`src/rtl/vec_pkg.sv`:
```
// Shared parameters and enumerations for the vector execution unit.
// Vectors are 24 lanes of 8 bits, processed 8 lanes per beat over 3 beats.
package vec_pkg;

    localparam int LANES          = 24;
    localparam int LANE_W         = 8;
    localparam int VEC_W          = LANES * LANE_W;
    localparam int BEATS          = 3;
    localparam int LANES_PER_BEAT = 8;
    localparam int BEAT_W         = LANES_PER_BEAT * LANE_W;

    typedef enum logic [2:0] {
        OP_ADD   = 3'b000,
        OP_SUB   = 3'b001,
        OP_AND   = 3'b010,
        OP_OR    = 3'b011,
        OP_XOR   = 3'b100,
        OP_MULLO = 3'b101,
        OP_SHL   = 3'b110,
        OP_PASS  = 3'b111
    } op_e;

    typedef enum logic [1:0] {
        IDLE = 2'd0,
        EXEC = 2'd1,
        DONE = 2'd2
    } state_e;

endpackage

```
`src/rtl/vec_lane_alu.sv`:
```
// One 8-bit lane of the vector ALU: purely combinational, results wrap modulo 256.
module vec_lane_alu
    import vec_pkg::*;
(
    input  logic [2:0]        op,
    input  logic [LANE_W-1:0] a,
    input  logic [LANE_W-1:0] b,
    output logic [LANE_W-1:0] y
);

    always_comb begin
        // NOTE: y gets a default before the case so no path can leave it unassigned (no latch).
        y = '0;
        case (op_e'(op))
            OP_ADD:   y = a + b;
            OP_SUB:   y = a - b;
            OP_AND:   y = a & b;
            OP_OR:    y = a | b;
            OP_XOR:   y = a ^ b;
            OP_MULLO: y = a * b;
            OP_SHL:   y = a << b[2:0];
            OP_PASS:  y = a;
            default:  y = a;
        endcase
    end

endmodule

```
`src/rtl/vector_exec_unit.sv`:
```
// Multi-beat vector execution unit: accepts one operation, computes 8 lanes per
// cycle over 3 beats, then holds the result until the writeback side accepts it.
module vector_exec_unit
    import vec_pkg::*;
(
    input  logic             clk,
    input  logic             rst,
    input  logic             in_valid,
    output logic             in_ready,
    input  logic [2:0]       op,
    input  logic             vs_mode,
    input  logic [VEC_W-1:0] r1v,
    input  logic [VEC_W-1:0] r2v,
    input  logic [7:0]       r1e,
    input  logic [3:0]       dest,
    output logic             out_valid,
    input  logic             out_ready,
    output logic [VEC_W-1:0] res_vec,
    output logic [3:0]       res_dest,
    output logic             res_we
);

    state_e            state;
    logic [1:0]        beat;
    op_e               op_q;
    logic [VEC_W-1:0]  a_q;
    logic [VEC_W-1:0]  b_q;
    logic [BEAT_W-1:0] a_slice;
    logic [BEAT_W-1:0] b_slice;
    logic [BEAT_W-1:0] y_slice;

    assign in_ready = (state == IDLE);
    assign res_we   = out_valid;

    // The scalar broadcast is resolved at acceptance, so B is stored lane-ready.
    assign a_slice = a_q[int'(beat) * BEAT_W +: BEAT_W];
    assign b_slice = b_q[int'(beat) * BEAT_W +: BEAT_W];

    for (genvar g = 0; g < LANES_PER_BEAT; g++) begin : g_lane
        vec_lane_alu u_lane (
            .op (op_q),
            .a  (a_slice[g * LANE_W +: LANE_W]),
            .b  (b_slice[g * LANE_W +: LANE_W]),
            .y  (y_slice[g * LANE_W +: LANE_W])
        );
    end

    always_ff @(posedge clk or posedge rst) begin
        if (rst) begin
            // NOTE: the wide result/operand registers are reset too, because the outputs must read 0 under reset.
            state     <= IDLE;
            beat      <= '0;
            op_q      <= OP_ADD;
            a_q       <= '0;
            b_q       <= '0;
            out_valid <= 1'b0;
            res_vec   <= '0;
            res_dest  <= '0;
        end else begin
            // NOTE: non-blocking assignments keep every register update tied to the same clock edge.
            case (state)
                IDLE: begin
                    if (in_valid) begin
                        op_q     <= op_e'(op);
                        a_q      <= r1v;
                        b_q      <= vs_mode ? {LANES{r1e}} : r2v;
                        res_dest <= dest;
                        beat     <= '0;
                        state    <= EXEC;
                    end
                end
                EXEC: begin
                    res_vec[int'(beat) * BEAT_W +: BEAT_W] <= y_slice;
                    if (beat == 2'(BEATS - 1)) begin
                        beat      <= '0;
                        state     <= DONE;
                        out_valid <= 1'b1;
                    end else begin
                        beat <= beat + 2'd1;
                    end
                end
                DONE: begin
                    if (out_ready) begin
                        out_valid <= 1'b0;
                        state     <= IDLE;
                    end
                end
                default: begin
                    state     <= IDLE;
                    out_valid <= 1'b0;
                end
            endcase
        end
    end

endmodule

```
`config.mk`:
```
export PLATFORM = sky130hd
export DESIGN_NAME = vector_exec_unit
export DESIGN_NICKNAME = d
export VERILOG_FILES = /design/src/rtl/vec_pkg.sv /design/src/rtl/vec_lane_alu.sv /design/src/rtl/vector_exec_unit.sv
export SDC_FILE = /design/constraint.sdc
export NUM_CORES = 2
export LEC_CHECK = 0
export CAP_MARGIN = 10
export CORE_ASPECT_RATIO = 0.9
export CORE_MARGIN = 10
export CORE_UTILIZATION = 30
export CTS_CLUSTER_SIZE = 28
export DETAILED_ROUTE_END_ITERATION = 6
export GPL_TIMING_DRIVEN = 0
export SLEW_MARGIN = 5
export SYNTH_ARGS = -nofsm -noshare
export SYNTH_HDL_FRONTEND = slang
export SYNTH_SLANG_ARGS = --single-unit
export TNS_END_PERCENT = 50
```
`constraint.sdc`:
```
create_clock -name clk -period 24 [get_ports clk]
set_input_delay 4.8 -clock clk [delete_from_list [all_inputs] [get_ports clk]]
set_output_delay 4.8 -clock clk [all_outputs]
set_load 0.005 [all_outputs]
```
==> results.cfg <==
[run_status]
status = finished, violations left
violations = capacitance limit, slew limit

[sta]
relSlewSlack_pct = -0.866
fin_skew_ns = 0.0692
finalHoldViolCount = 0
max_freq_mhz = 123
min_period_ns = 8.12
tightestPinTransition_ns = 1.51
finalSetupViolCount = 0
rsz0062_at_grt = false
maxSlewViolCount = 11
timing.final.crit_share_pct = 33.8
final.setup.worst_slack_ns = 15.88

[synthesis]
avgSynthCellArea_um2 = 9.49
yosys.area.top_type = dfrtp_1
synthDistinctLibCells = 70
synth_ff_type = dfrtp_1
synth_area_leaders = dfrtp_1, ha_1, a21oi_1
yosysWarningCount = 0
synth-seq-cells = 588
ys_seq_area_share_pct = 35.1
async_reset_ff_share_pct = 100
synth_edf_count = 0
syn_inst = 4422
synth_top_area_share_pct = 35.1
syn_nets = 5263
netlist_area_um2 = 42000

[global_route]
overflow = 0
antenna_found_initial = 29
grt_pass1_vias = 39800
grt_pass1_wl_um = 297000
grt_max_degree = 122
track_usage_pct = 26.3

[placed_design]
port-buffer-count = 602
pre_cts_ws_ns = 15.33
gp_congestion = 1.03
hpwlAfterDp_um = 168000
dp.cells = 6884
dpl_cell_area_um2 = 50500

[layout]
syn_to_final_growth_pct = 26.2
fin_nets = 5949
fin_area_um2 = 53000
multiInputGateArea_um2 = 24600
layout_commonest_cell = clkdlybuf4s50_1
n_fill_cell = 14300
final_cell_mix = clkdlybuf4s50_1, dfrtp_1, a21oi_1
layoutNonFillerInstCount = 7026
drive_gt1_share_pct = 10.2
regArea_um2 = 14700

[floorplanning]
ios = 603
die_w_um = 414
std_cell_rows = 130
start_util_pct = 30.2
die-height_um = 375
coreArea_um2 = 139000
die_area_um2 = 155000

[clock_network]
clk_pin_slew_ns = 0.06
cts_hold_buf = 0
cts_buffers = 69
htree_levels = 3
clockBufferDepth = 3
tritoncts = yes
cts_root_buffer = clkbuf_16
clk_latency_ns = 0.73
cts-resized-gates = 0
postCtsSetupRepairBufs = 0
clock-sinks = 588

[detailed_routing]
wl_um = 213000
viasPerCell = 5.56
initialDrtViolationCount = 4572
drtAntennaViolNets = 0
drc = 0
routedWlPerCell_um = 30.4
drt-pass1-iter-count = 6
vias = 39100

[setup_path]
cp-end-kind = register
path_class = primary input to register
crit_fanout = 10
cp_data_arrival_time_ns = 8.69
crit_path_start_kind = primary input
rrSetupSlack_ns = 17.08
required_ns = 24.57

[run]
drv_cap = 1

[min_path]
hold_path.class = register to register
[cells in the mapped netlist, drive strengths merged, types with 21 or more instances]
cell type and number:
dfrtp 588, xnor2 173, o221ai 27, a21o 28, o31ai 32, a22o 111
nor2 481, nand2 331, clkbuf 197, a21oi 583, xor2 36, ha 333
a22oi 56, a2bb2oi 44, inv 348, mux2 204, nand2b 21, a31oi 24
a211oi 27, fa 104, mux2i 183, o2bb2ai 48, o22ai 23, buf 91
o21ai 157, a221oi 33
[cell type report]
class,instances,share of cell area [%]
clock buffer,103,3.80
sequential,588,27.8
multi-input combinational,3195,46.4
timing repair buffer,615,11.8
clock inverter,19,0.699
antenna,19,0.0897
inverter,351,2.50
buffer,288,2.56
tap,1848,4.36
[worst max-delay path, stage by stage]
cell and delay, ns:
clkdlybuf4s50_1 0.56, and2_1 0.15, clkbuf_1 1.02, clkbuf_1 0.88, clkbuf_1 0.61, clkbuf_1 0.47, a21oi_1 0.15
[sequential cells by signal (all words and copies together), names as in the netlist]
register and cells:
a_q 192, op_q 3, res_dest 4, out_valid 1
beat 2, res_vec 192, state 2, b_q 192
[per-layer routing]
layer	vias up	track usage (%)	routed length, um
li1	16800	-	-
met5	-	0	85
met1	19700	33.3	85900
met3	476	6.59	20200
met4	12	14.2	12300
met2	2112	41.1	94800
[path summary, 6_finish.rpt]
check                             startpoint      endpoint  depth (start not counted)
worst max-delay path                in_valid      b_q[154]                          7
worst min-delay path            res_vec[130]  res_vec[130]                          2
worst max register to register       beat[0]  res_vec[143]                         21
worst min register to register  res_vec[130]  res_vec[130]                          2
max in group asynchronous                rst       b_q[38]                          6
min in group asynchronous                rst   res_vec[87]                          2
[cells by family after synthesis]
kind of cell | after synthesis | synth area share (%)
simple gates | 884 | 8.32
compound gates | 1270 | 20.7
xor+xnor | 217 | 4.79
buf+inv | 639 | 6.36
mux | 387 | 9.87
flops | 588 | 35.1
fa+ha+maj | 437 | 14.9
[metrics by stage]
| stage | hold slack, ns | utilization, % | setup TNS [ns] |
|---|---|---|---|
| after CTS | 0.480 | 38.0 | 0 |
| after floorplan | 0.473 | - | 0 |
| after detailed placement | 0.467 | 36.3 | 0 |
| after global routing | 0.493 | 38.0 | 0 |
| final | 0.477 | 38.1 | 0 |
| after global placement | 0.460 | 36.1 | -2801.45 |
Power is left out: the tool's default activity adds up to more than one toggle a clock period on the data nets, which glitch-free logic cannot reach.
